**src/rtl/rv32i_inst_encoder_pkg.sv**
```systemverilog
// Shared types, RV32I opcode/funct constants and field-packing helpers
// used by the instruction encoder.
package enc_pkg;

  // Symbolic instruction requests: the 37 base RV32I ops plus pseudo-ops.
  typedef enum logic [5:0] {
    OP_LUI   = 6'd0,  OP_AUIPC = 6'd1,  OP_JAL   = 6'd2,  OP_JALR  = 6'd3,
    OP_BEQ   = 6'd4,  OP_BNE   = 6'd5,  OP_BLT   = 6'd6,  OP_BGE   = 6'd7,
    OP_BLTU  = 6'd8,  OP_BGEU  = 6'd9,  OP_LB    = 6'd10, OP_LH    = 6'd11,
    OP_LW    = 6'd12, OP_LBU   = 6'd13, OP_LHU   = 6'd14, OP_SB    = 6'd15,
    OP_SH    = 6'd16, OP_SW    = 6'd17, OP_ADDI  = 6'd18, OP_SLTI  = 6'd19,
    OP_SLTIU = 6'd20, OP_XORI  = 6'd21, OP_ORI   = 6'd22, OP_ANDI  = 6'd23,
    OP_SLLI  = 6'd24, OP_SRLI  = 6'd25, OP_SRAI  = 6'd26, OP_ADD   = 6'd27,
    OP_SUB   = 6'd28, OP_SLL   = 6'd29, OP_SLT   = 6'd30, OP_SLTU  = 6'd31,
    OP_XOR   = 6'd32, OP_SRL   = 6'd33, OP_SRA   = 6'd34, OP_OR    = 6'd35,
    OP_AND   = 6'd36, OP_NOP   = 6'd37, OP_LI    = 6'd38, OP_J     = 6'd39
  } enc_op_t;

  // Encoder sequencing: LI2 holds the second half of a two-word LI.
  typedef enum logic {
    ST_IDLE = 1'b0,
    ST_LI2  = 1'b1
  } enc_state_t;

  // Major opcodes, same values as the decoder uses.
  localparam logic [6:0] OPC_LUI    = 7'b0110111;
  localparam logic [6:0] OPC_AUIPC  = 7'b0010111;
  localparam logic [6:0] OPC_JAL    = 7'b1101111;
  localparam logic [6:0] OPC_JALR   = 7'b1100111;
  localparam logic [6:0] OPC_BRANCH = 7'b1100011;
  localparam logic [6:0] OPC_LOAD   = 7'b0000011;
  localparam logic [6:0] OPC_STORE  = 7'b0100011;
  localparam logic [6:0] OPC_OP_IMM = 7'b0010011;
  localparam logic [6:0] OPC_OP     = 7'b0110011;

  // ALU funct3
  localparam logic [2:0] F3_ADD  = 3'b000;
  localparam logic [2:0] F3_SLL  = 3'b001;
  localparam logic [2:0] F3_SLT  = 3'b010;
  localparam logic [2:0] F3_SLTU = 3'b011;
  localparam logic [2:0] F3_XOR  = 3'b100;
  localparam logic [2:0] F3_SR   = 3'b101;
  localparam logic [2:0] F3_OR   = 3'b110;
  localparam logic [2:0] F3_AND  = 3'b111;
  // Branch funct3
  localparam logic [2:0] F3_BEQ  = 3'b000;
  localparam logic [2:0] F3_BNE  = 3'b001;
  localparam logic [2:0] F3_BLT  = 3'b100;
  localparam logic [2:0] F3_BGE  = 3'b101;
  localparam logic [2:0] F3_BLTU = 3'b110;
  localparam logic [2:0] F3_BGEU = 3'b111;
  // Load/store funct3
  localparam logic [2:0] F3_B    = 3'b000;
  localparam logic [2:0] F3_H    = 3'b001;
  localparam logic [2:0] F3_W    = 3'b010;
  localparam logic [2:0] F3_BU   = 3'b100;
  localparam logic [2:0] F3_HU   = 3'b101;
  localparam logic [2:0] F3_JALR = 3'b000;

  // funct7: ALT selects SUB/SRA(I)
  localparam logic [6:0] F7_BASE = 7'h00;
  localparam logic [6:0] F7_ALT  = 7'h20;

  function automatic logic [31:0] pack_r(input logic [6:0] f7, input logic [4:0] rs2,
                                         input logic [4:0] rs1, input logic [2:0] f3,
                                         input logic [4:0] rd, input logic [6:0] opc);
    return {f7, rs2, rs1, f3, rd, opc};
  endfunction

  function automatic logic [31:0] pack_i(input logic [11:0] imm, input logic [4:0] rs1,
                                         input logic [2:0] f3, input logic [4:0] rd,
                                         input logic [6:0] opc);
    return {imm, rs1, f3, rd, opc};
  endfunction

  function automatic logic [31:0] pack_s(input logic [11:0] imm, input logic [4:0] rs2,
                                         input logic [4:0] rs1, input logic [2:0] f3,
                                         input logic [6:0] opc);
    return {imm[11:5], rs2, rs1, f3, imm[4:0], opc};
  endfunction

  // imm_h carries byte-offset bits [12:1]; bit 0 never reaches the word.
  function automatic logic [31:0] pack_b(input logic [12:1] imm_h, input logic [4:0] rs2,
                                         input logic [4:0] rs1, input logic [2:0] f3,
                                         input logic [6:0] opc);
    return {imm_h[12], imm_h[10:5], rs2, rs1, f3, imm_h[4:1], imm_h[11], opc};
  endfunction

  function automatic logic [31:0] pack_u(input logic [19:0] imm_hi, input logic [4:0] rd,
                                         input logic [6:0] opc);
    return {imm_hi, rd, opc};
  endfunction

  // imm_h carries byte-offset bits [20:1].
  function automatic logic [31:0] pack_j(input logic [20:1] imm_h, input logic [4:0] rd,
                                         input logic [6:0] opc);
    return {imm_h[20], imm_h[10:1], imm_h[11], imm_h[19:12], rd, opc};
  endfunction

endpackage

```
**src/rtl/rv32i_enc_comb.sv**
```systemverilog
// Combinational encoder: symbolic op + operands -> RV32I word. For LI it
// also produces the follow-up ADDI word and flags the two-word case.
module rv32i_enc_comb
  import enc_pkg::*;
(
  input  logic [5:0]  op,
  input  logic [4:0]  rd,
  input  logic [4:0]  rs1,
  input  logic [4:0]  rs2,
  input  logic [31:0] imm,
  output logic [31:0] inst,
  output logic [31:0] inst_lo,
  output logic        two_word,
  output logic        illegal
);

  logic        li_small;
  logic [19:0] li_hi;

  // LI fits ADDI when bits [31:11] are pure sign extension; otherwise the
  // upper part is rounded up when the low 12 bits will be negative.
  always_comb begin
    li_small = (imm[31:11] == {21{imm[11]}});
    li_hi    = imm[31:12] + {19'd0, imm[11]};
  end

  // Map the requested op onto its encoding group.
  always_comb begin
    inst     = 32'd0;
    inst_lo  = 32'd0;
    two_word = 1'b0;
    illegal  = 1'b0;
    case (op)
      OP_LUI:   inst = pack_u(imm[31:12], rd, OPC_LUI);
      OP_AUIPC: inst = pack_u(imm[31:12], rd, OPC_AUIPC);
      OP_JAL:   inst = pack_j(imm[20:1], rd, OPC_JAL);
      OP_J:     inst = pack_j(imm[20:1], 5'd0, OPC_JAL);
      OP_JALR:  inst = pack_i(imm[11:0], rs1, F3_JALR, rd, OPC_JALR);
      OP_BEQ:   inst = pack_b(imm[12:1], rs2, rs1, F3_BEQ,  OPC_BRANCH);
      OP_BNE:   inst = pack_b(imm[12:1], rs2, rs1, F3_BNE,  OPC_BRANCH);
      OP_BLT:   inst = pack_b(imm[12:1], rs2, rs1, F3_BLT,  OPC_BRANCH);
      OP_BGE:   inst = pack_b(imm[12:1], rs2, rs1, F3_BGE,  OPC_BRANCH);
      OP_BLTU:  inst = pack_b(imm[12:1], rs2, rs1, F3_BLTU, OPC_BRANCH);
      OP_BGEU:  inst = pack_b(imm[12:1], rs2, rs1, F3_BGEU, OPC_BRANCH);
      OP_LB:    inst = pack_i(imm[11:0], rs1, F3_B,  rd, OPC_LOAD);
      OP_LH:    inst = pack_i(imm[11:0], rs1, F3_H,  rd, OPC_LOAD);
      OP_LW:    inst = pack_i(imm[11:0], rs1, F3_W,  rd, OPC_LOAD);
      OP_LBU:   inst = pack_i(imm[11:0], rs1, F3_BU, rd, OPC_LOAD);
      OP_LHU:   inst = pack_i(imm[11:0], rs1, F3_HU, rd, OPC_LOAD);
      OP_SB:    inst = pack_s(imm[11:0], rs2, rs1, F3_B, OPC_STORE);
      OP_SH:    inst = pack_s(imm[11:0], rs2, rs1, F3_H, OPC_STORE);
      OP_SW:    inst = pack_s(imm[11:0], rs2, rs1, F3_W, OPC_STORE);
      OP_ADDI:  inst = pack_i(imm[11:0], rs1, F3_ADD,  rd, OPC_OP_IMM);
      OP_SLTI:  inst = pack_i(imm[11:0], rs1, F3_SLT,  rd, OPC_OP_IMM);
      OP_SLTIU: inst = pack_i(imm[11:0], rs1, F3_SLTU, rd, OPC_OP_IMM);
      OP_XORI:  inst = pack_i(imm[11:0], rs1, F3_XOR,  rd, OPC_OP_IMM);
      OP_ORI:   inst = pack_i(imm[11:0], rs1, F3_OR,   rd, OPC_OP_IMM);
      OP_ANDI:  inst = pack_i(imm[11:0], rs1, F3_AND,  rd, OPC_OP_IMM);
      OP_SLLI:  inst = pack_i({F7_BASE, imm[4:0]}, rs1, F3_SLL, rd, OPC_OP_IMM);
      OP_SRLI:  inst = pack_i({F7_BASE, imm[4:0]}, rs1, F3_SR,  rd, OPC_OP_IMM);
      OP_SRAI:  inst = pack_i({F7_ALT,  imm[4:0]}, rs1, F3_SR,  rd, OPC_OP_IMM);
      OP_ADD:   inst = pack_r(F7_BASE, rs2, rs1, F3_ADD,  rd, OPC_OP);
      OP_SUB:   inst = pack_r(F7_ALT,  rs2, rs1, F3_ADD,  rd, OPC_OP);
      OP_SLL:   inst = pack_r(F7_BASE, rs2, rs1, F3_SLL,  rd, OPC_OP);
      OP_SLT:   inst = pack_r(F7_BASE, rs2, rs1, F3_SLT,  rd, OPC_OP);
      OP_SLTU:  inst = pack_r(F7_BASE, rs2, rs1, F3_SLTU, rd, OPC_OP);
      OP_XOR:   inst = pack_r(F7_BASE, rs2, rs1, F3_XOR,  rd, OPC_OP);
      OP_SRL:   inst = pack_r(F7_BASE, rs2, rs1, F3_SR,   rd, OPC_OP);
      OP_SRA:   inst = pack_r(F7_ALT,  rs2, rs1, F3_SR,   rd, OPC_OP);
      OP_OR:    inst = pack_r(F7_BASE, rs2, rs1, F3_OR,   rd, OPC_OP);
      OP_AND:   inst = pack_r(F7_BASE, rs2, rs1, F3_AND,  rd, OPC_OP);
      OP_NOP:   inst = pack_i(12'd0, 5'd0, F3_ADD, 5'd0, OPC_OP_IMM);
      OP_LI: begin
        if (li_small) begin
          inst = pack_i(imm[11:0], 5'd0, F3_ADD, rd, OPC_OP_IMM);
        end else begin
          inst     = pack_u(li_hi, rd, OPC_LUI);
          inst_lo  = pack_i(imm[11:0], rd, F3_ADD, rd, OPC_OP_IMM);
          two_word = 1'b1;
        end
      end
      default:  illegal = 1'b1;
    endcase
  end

endmodule

```
**src/rtl/rv32i_inst_encoder.sv**
```systemverilog
// Instruction encoder top: request handshake, LI expansion sequencing,
// single-entry output register and IROM address counter.
module rv32i_inst_encoder
  import enc_pkg::*;
#(
  parameter int              ADDR_W    = 16,
  parameter logic [ADDR_W-1:0] BASE_ADDR = '0
) (
  input  logic              clk,
  input  logic              rst_n,
  input  logic              addr_clr,
  input  logic              req_valid,
  output logic              req_ready,
  input  logic [5:0]        req_op,
  input  logic [4:0]        req_rd,
  input  logic [4:0]        req_rs1,
  input  logic [4:0]        req_rs2,
  input  logic [31:0]       req_imm,
  output logic              out_valid,
  input  logic              out_ready,
  output logic [31:0]       out_inst,
  output logic [ADDR_W-1:0] out_addr,
  output logic              err
);

  enc_state_t        state_reg, state_next;
  logic              out_valid_reg, out_valid_next;
  logic [31:0]       out_inst_reg, out_inst_next;
  logic [ADDR_W-1:0] out_addr_reg, out_addr_next;
  logic [ADDR_W-1:0] cnt_reg, cnt_next;
  logic [31:0]       lo_reg, lo_next;
  logic              err_reg, err_next;

  logic [31:0] enc_inst;
  logic [31:0] enc_inst_lo;
  logic        enc_two_word;
  logic        enc_illegal;
  logic        drain;
  logic        accept;

  rv32i_enc_comb u_enc (
    .op       (req_op),
    .rd       (req_rd),
    .rs1      (req_rs1),
    .rs2      (req_rs2),
    .imm      (req_imm),
    .inst     (enc_inst),
    .inst_lo  (enc_inst_lo),
    .two_word (enc_two_word),
    .illegal  (enc_illegal)
  );

  assign req_ready = (state_reg == ST_IDLE) && (!out_valid_reg || out_ready);
  assign drain     = out_valid_reg && out_ready;
  assign accept    = req_valid && req_ready;

  // Next-state, output-register loading and address counter update.
  always_comb begin
    state_next     = state_reg;
    out_valid_next = out_valid_reg;
    out_inst_next  = out_inst_reg;
    out_addr_next  = out_addr_reg;
    lo_next        = lo_reg;
    err_next       = err_reg;

    // A clear wins over a same-cycle drain: the drained word belonged to
    // the old sequence, and whatever is loaded now starts the new one.
    if ((state_reg == ST_IDLE) && addr_clr) begin
      cnt_next = BASE_ADDR;
    end else if (drain) begin
      cnt_next = cnt_reg + ADDR_W'(4);
    end else begin
      cnt_next = cnt_reg;
    end

    if (drain) begin
      out_valid_next = 1'b0;
    end

    case (state_reg)
      ST_IDLE: begin
        if (accept) begin
          if (enc_illegal) begin
            err_next = 1'b1;
          end else begin
            out_valid_next = 1'b1;
            out_inst_next  = enc_inst;
            out_addr_next  = cnt_next;
            if (enc_two_word) begin
              lo_next    = enc_inst_lo;
              state_next = ST_LI2;
            end
          end
        end
      end
      ST_LI2: begin
        if (drain) begin
          out_valid_next = 1'b1;
          out_inst_next  = lo_reg;
          out_addr_next  = cnt_next;
          state_next     = ST_IDLE;
        end
      end
      default: state_next = ST_IDLE;
    endcase
  end

  // State and output registers; reset discards any partial expansion.
  always_ff @(posedge clk) begin
    if (!rst_n) begin
      state_reg     <= ST_IDLE;
      out_valid_reg <= 1'b0;
      out_inst_reg  <= 32'd0;
      out_addr_reg  <= BASE_ADDR;
      cnt_reg       <= BASE_ADDR;
      lo_reg        <= 32'd0;
      err_reg       <= 1'b0;
    end else begin
      state_reg     <= state_next;
      out_valid_reg <= out_valid_next;
      out_inst_reg  <= out_inst_next;
      out_addr_reg  <= out_addr_next;
      cnt_reg       <= cnt_next;
      lo_reg        <= lo_next;
      err_reg       <= err_next;
    end
  end

  assign out_valid = out_valid_reg;
  assign out_inst  = out_inst_reg;
  assign out_addr  = out_addr_reg;
  assign err       = err_reg;

endmodule

```
**config.mk**
```make
export PLATFORM = sky130hd
export DESIGN_NAME = rv32i_inst_encoder
export DESIGN_NICKNAME = d
export VERILOG_FILES = /design/src/rtl/rv32i_inst_encoder_pkg.sv /design/src/rtl/rv32i_enc_comb.sv /design/src/rtl/rv32i_inst_encoder.sv
export SDC_FILE = /design/constraint.sdc
export NUM_CORES = 1
export LEC_CHECK = 0
export CAP_MARGIN = 20
export CORE_ASPECT_RATIO = 1.2
export CORE_MARGIN = 2
export CORE_UTILIZATION = 45
export DETAILED_ROUTE_END_ITERATION = 8
export PLACE_DENSITY = 0.7
export SLEW_MARGIN = 5
export SYNTH_ARGS = -nofsm -noshare
export SYNTH_HDL_FRONTEND = slang
export SYNTH_HIERARCHICAL = 1
export SYNTH_SLANG_ARGS = --single-unit
```
**constraint.sdc**
```tcl
create_clock -name clk -period 8.8 [get_ports clk]
set_input_delay 1.76 -clock clk [delete_from_list [all_inputs] [get_ports clk]]
set_output_delay 1.76 -clock clk [all_outputs]
set_load 0.02 [all_outputs]
```
==> results.json <==
{
  "clock-skew-final_ps": 5.081,
  "synth_area_um2": 6147,
  "ranking_of_synthesized_cells_by_area": "sky130_fd_sc_hd__dfxtp_1 32%, sky130_fd_sc_hd__nand2_1 9.2%, sky130_fd_sc_hd__mux2i_1 5.4%",
  "cp.arrival_ps": 5940,
  "synth.yosys.seq_area_share": 0.3224,
  "tritoncts_clock_tree": "built",
  "ir_drop_v": 0.00008171,
  "cts.clk_slew.worst_paths_ps": 70,
  "groute.usage.overall": 0.2276,
  "max_cap_viol_count": 0,
  "ant_nets": 0,
  "firstDrtPassIters": 6,
  "timing.critical_path.to_type": "register",
  "synth_top_area_share": 0.3224,
  "place.gp.congestion": 0.9190,
  "totalNegativeSetupSlack_ps": 0,
  "post_drt_via_cell_ratio": 5.841,
  "number_of_standard_cells_after_synthesis": 780,
  "initial_core_utilization": 0.4624,
  "worst-setup-path-type": "input port to register",
  "slew_violations": 0,
  "floorplan.core_area_um2": 13300,
  "detailroute.via_count": 5899,
  "hold_viol": 0,
  "cell_type_with_the_largest_total_area_after_synthesis": "sky130_fd_sc_hd__dfxtp_1",
  "layout_common_cells": "150 x sky130_fd_sc_hd__nand2_1, 107 x sky130_fd_sc_hd__clkdlybuf4s50_1, 98 x sky130_fd_sc_hd__dfxtp_1, 43 x sky130_fd_sc_hd__nor2_1",
  "globalRouteOverflowTotal": 0,
  "final_period_minus_worst_setup_slack_ps": 5668,
  "overall_die_area_um2": 14620,
  "total_nets_final": 898,
  "synthesis.yosys.warnings": 6,
  "layout-drive-gt1-share": 0.05226,
  "syn_avg_cell_area_um2": 7.881,
  "outcome": "finished clean",
  "power_switching_share": 0.2840,
  "grt_setup_unrepaired": "false",
  "clockRootBuffer": "sky130_fd_sc_hd__clkbuf_16",
  "grt_start_max_net_pins": 95,
  "dp.cells": 993,
  "worst_hold_slack_ps": 453.9,
  "switching_power_uw": 295.7,
  "post_cts.repair.setup_buffers": 0,
  "mostFrequentLayoutCell": "sky130_fd_sc_hd__nand2_1",
  "route.detailed.drc": 0,
  "initial_antenna_violation_count": 0,
  "cell_internal_pwr_uw": 745.6,
  "power_density_nw_per_um2": 140.9,
  "worstPathMaxFanout": 36,
  "post_detailed_placement_cell_area_um2": 7092,
  "grt_first_pass_wirelength_um": 27560,
  "final_core_utilization": 0.5558,
  "period_share": 0.6441,
  "sequential_power_share": 0.451,
  "area_growth_syn_to_layout_pct": 20.21,
  "yosys.cell_types.count": 76,
  "p_leak_nw": 2.820,
  "pwr-share-comb": 0.192,
  "ys_seq_elements": 99,
  "slew-limit-headroom": 0.2842,
  "cts_resized": 0,
  "wirelength_um": 17290,
  "post_synth_edffs": 0,
  "starting_drc_count_in_detailed_routing": 515,
  "num_cts_buffers": 9,
  "die_width_um": 110.7,
  "chipHeight_um": 132.0,
  "postSynth.asyncResetShare": 0,
  "top_reg_cell_synth": "sky130_fd_sc_hd__dfxtp_1",
  "cp.required_ps": 9070,
  "first_global_vias": 5558,
  "clock_tree.htree_level_count": 3,
  "clock_insertion_delay_worst_skew_ps": 350,
  "clock.fmax_mhz": 176.4,
  "clock_tree.buffer_depth": 2,
  "count_of_standard_cell_rows": 46,
  "cts.sinks": 99,
  "final_number_of_setup_violating_endpoints": 0,
  "holdBufCountCts": 0,
  "worst_slew_pin_slew_ps": 1070,
  "io_port_bufs": 108,
  "routedWlPerCell_um": 17.12,
  "hp-class": "register to register",
  "finish.instance_area_um2": 7390,
  "filler_free_cell_count_of_the_finished_design": 1010,
  "num_io_pins": 109,
  "num_antenna_cells": 0,
  "hpwl_after_detailed_placement_um": 12750,
  "clkPwrFrac": 0.358,
  "crit_path_start_kind": "input port"
}
-- per-stage QoR --
step                setup WS [ps]  power (mW)
CTS                          3259       1.048
global route                 2900       1.081
floorplan                    4628      0.5934
detailed placement           2924      0.6773
global placement             3025      0.6743
finish                       3132       1.041
-- per-layer routing --
metal	vias up	track usage	share of wire
li1	2878	-	-
met1	2811	0.2671	0.41
met2	179	0.4162	0.51
met3	31	0.02575	0.039
met4	0	0.09931	0.033
met5	-	0	0
-- Yosys cell counts (all sizes together), types with 7 or more instances --
master and count:
nor4 13, clkbuf 32, nor2b 11, and2 16
dfxtp 99, o211ai 10, mux2i 33, a21boi 44
nand2 150, o21ai 32, a21oi 24, nor3 10
nand4 14, buf 42, xnor2 11, nand3 27
inv 20, o211a 33, or3 7, nor2 43
nand2b 8
-- power groups by stage --
stage / Clock (mW) / Combinational (mW) / Sequential [mW]
after floorplan: 0 / 0.101 / 0.493
after global placement: 0 / 0.195 / 0.479
after detailed placement: 0 / 0.198 / 0.480
after CTS: 0.380 / 0.198 / 0.469
after global routing: 0.397 / 0.215 / 0.470
final: 0.372 / 0.200 / 0.469
-- path summary, 6_finish.rpt --
| check | depth (start not counted) | end | startpoint | slack [ps] |
|---|---|---|---|---|
| worst min-delay path | 2 | lo_reg[2] | lo_reg[2] | 450 |
| worst max-delay path | 9 | lo_reg[1] | req_op[5] | 3130 |
| worst min register to register | 2 | lo_reg[2] | lo_reg[2] | 450 |
| worst max register to register | 6 | out_inst[14] | state_reg | 6020 |
-- kinds of logic (layout without fill, tap and decap cells) --
kind of cell	count (synthesis)	after routing	synth area share
and+or+nand+nor	324	324	0.2548
AOI/OAI and AO/OA	210	210	0.2613
DFF	99	99	0.3224
buffers and inverters	95	151	0.07959
muxes	33	33	0.05374
xor gates and xnor gates	15	15	0.02137
adders and majority gates	3	3	0.006107
other	1	7	0.0006100
-- critical path: stages --
cell and delay, ps:
sky130_fd_sc_hd__clkdlybuf4s50_1 1180, sky130_fd_sc_hd__nand3b_1 250, sky130_fd_sc_hd__nor3_1 780, sky130_fd_sc_hd__o21ai_4 330
sky130_fd_sc_hd__inv_2 550, sky130_fd_sc_hd__nor4b_4 430, sky130_fd_sc_hd__buf_4 370, sky130_fd_sc_hd__nand2_1 90
sky130_fd_sc_hd__a21boi_0 180
-- final cells by class --
| cell class | count | area (um2) |
|---|---|---|
| fillers | 1289 | 5906 |
| multi-input cells | 592 | 3706 |
| flip-flops and latches | 99 | 1983 |
| repair buffers | 114 | 1134 |
| clock buffers | 10 | 229.0 |
| well taps | 168 | 210.2 |
| inverters | 21 | 78.83 |
| clock inverters | 6 | 48.80 |
No activity file was read; power rests on OpenSTA's default activity.
==> patch (same flow settings) <==
Set the parameter `ADDR_W` to 17 (it was 16).
--- a/src/rtl/rv32i_inst_encoder.sv
+++ b/src/rtl/rv32i_inst_encoder.sv
@@ -4,5 +4,5 @@
   import enc_pkg::*;
 #(
-  parameter int              ADDR_W    = 16,
+  parameter int              ADDR_W    = 17,
   parameter logic [ADDR_W-1:0] BASE_ADDR = '0
 ) (
Ports: changed (resized out_addr); port bits go from 109 to 110. No check against the original RTL was run, so the function may have changed too.
==> patch against the original RTL <==
- design area is 0.54% higher
- routed wire length is 2.0% lower
- sequential cell count is 2 higher
- worst setup slack better by 0.17 ns
- synthesized area is 2.3% lower
- core utilization is 1.0 points higher
- power is 7.5% higher
- synthesized cell count is 2.4% lower
- die area is 2.2% lower
- hold slack worse by 0.0033 ns
==> patch: results (changes against the original RTL) <==
stage	metric	value	unit	change
run_status	status	complete, no violations		
detailed_routing	avgRoutedWirePerCell	16.96	um	-0.95%
global_route	pin_count_of_the_biggest_net_entering_global_routing	81		-15%
placed_design	dp.final_hpwl	12550	um	-1.6%
placed_design	gp_congestion	0.9337		+1.6%
finish	layout-drive-gt1-share	0.05174		-0.0005116
global_route	grt_first_pass_wirelength	27500	um	-0.22%
worst_setup_path	timing.critical_path.slowest_cell_delay	0.86	ns	-0.32 ns
finish	design.final.nets	887		-1.2%
worst_setup_path	worstReg2RegEnd	out_addr[0]$_SDFFE_PN0P_		
min_path	timing.hold.worst.start	lo_reg[27]$_SDFFE_PN0P_		
worst_setup_path	cp-startpoint	req_op[3]		
timing	transition_time_at_the_pin_with_the_least_slew_margin	0.8649	ns	-0.2054 ns
synth	ys_seq_area_frac	0.3367		+0.01426
timing	worst_clock_skew	0.01107	ns	+0.005989 ns
detailed_routing	wl_met2	8320	um	-6.5%
global_route	grt_pass1_vias	5390		-3.0%
detailed_routing	drt_pre_antenna_iters	5		-1
detailed_routing	dr.first_iter.drc_count	455		-12%
detailed_routing	count_of_vias_placed_by_the_detailed_router	5717		-3.1%
synth	yosysUniqueCellTypes	70		-7.9%
worst_setup_path	ff2ff_setup_slack	6.46	ns	+0.44 ns
synth	top_cells_by_area_in_the_synthesized_netlist	dfxtp_1 34%, nand2_1 8.9%, mux2i_1 5.5%		
detailed_routing	detailroute.wirelength.met3	824	um	+22%
global_route	groute.usage.overall	0.2422		+0.01454
power	irDropWorstVdd	0.09169	mV	+12%
timing	finalHoldWorstSlack	0.4505	ns	-0.003319 ns
global_route	global_route.usage.met1	0.3130		+0.04587
synth	top_post_synthesis_cells_by_count	143 x nand2_1, 101 x dfxtp_1, 44 x nor2_1, 37 x clkbuf_1		
global_route	use_met3	0.03175		+0.005999
-- patch: changes by cell type after synthesis, sizes merged, moves of 4 or more --
cell	before	now
nand2	150	143
nor3	10	14
o21ai	32	25
nand3	27	23
xnor2	11	16
o2bb2ai	1	12
clkbuf	32	37
nor2b	11	6
buf	42	34
a21boi	44	40
-- patch: logic make-up after synthesis --
family	after synthesis	share of synthesized area
compound gates	198	0.2531
xor+xnor	21	0.03062
fa+ha+maj	3	0.006251
buf+inv	93	0.07250
flops	101	0.3367
mux	33	0.05500
other cells	1	0.0006244
simple gates	311	0.2452
-- patch: through the flow --
stage / cell area [sq um] / util / cells / power (uW) / setup slack, ns
after floorplan: 6028 / - / 767 / 597.6 / 4.669
after global placement: 7056 / 0.5377 / 981 / 681.5 / 3.029
after detailed placement: 7056 / 0.5377 / 981 / 683.2 / 2.839
after CTS: 7395 / 0.5635 / 997 / 1129 / 3.221
after global routing: 7430 / 0.5662 / 999 / 1168 / 2.970
final: 7430 / 0.5662 / 999 / 1119 / 3.305
-- patch: power by group --
part	switching [uW]	internal [uW]	leakage (uW)
registers	7.35	469	0.000820
clock network	184	263	0.000167
logic	109	87.8	0.00185
total	300	820	0.00284
-- patch: final cells by class --
| class | instances | area [sq um] |
|---|---|---|
| clock buffers | 10 | 239.0 |
| clock inverters | 6 | 100.1 |
| fillers | 1228 | 5693 |
| inverters | 22 | 82.58 |
| multi-input cells | 573 | 3593 |
| flip-flops and latches | 101 | 2023 |
| well taps | 168 | 210.2 |
| repair buffers | 119 | 1181 |
-- patch: worst max-delay path: cells and delay by family --
family          cells  cell delay (ns)
buf+inv             4             2.00
simple gates        4             1.57
compound gates      2             0.37
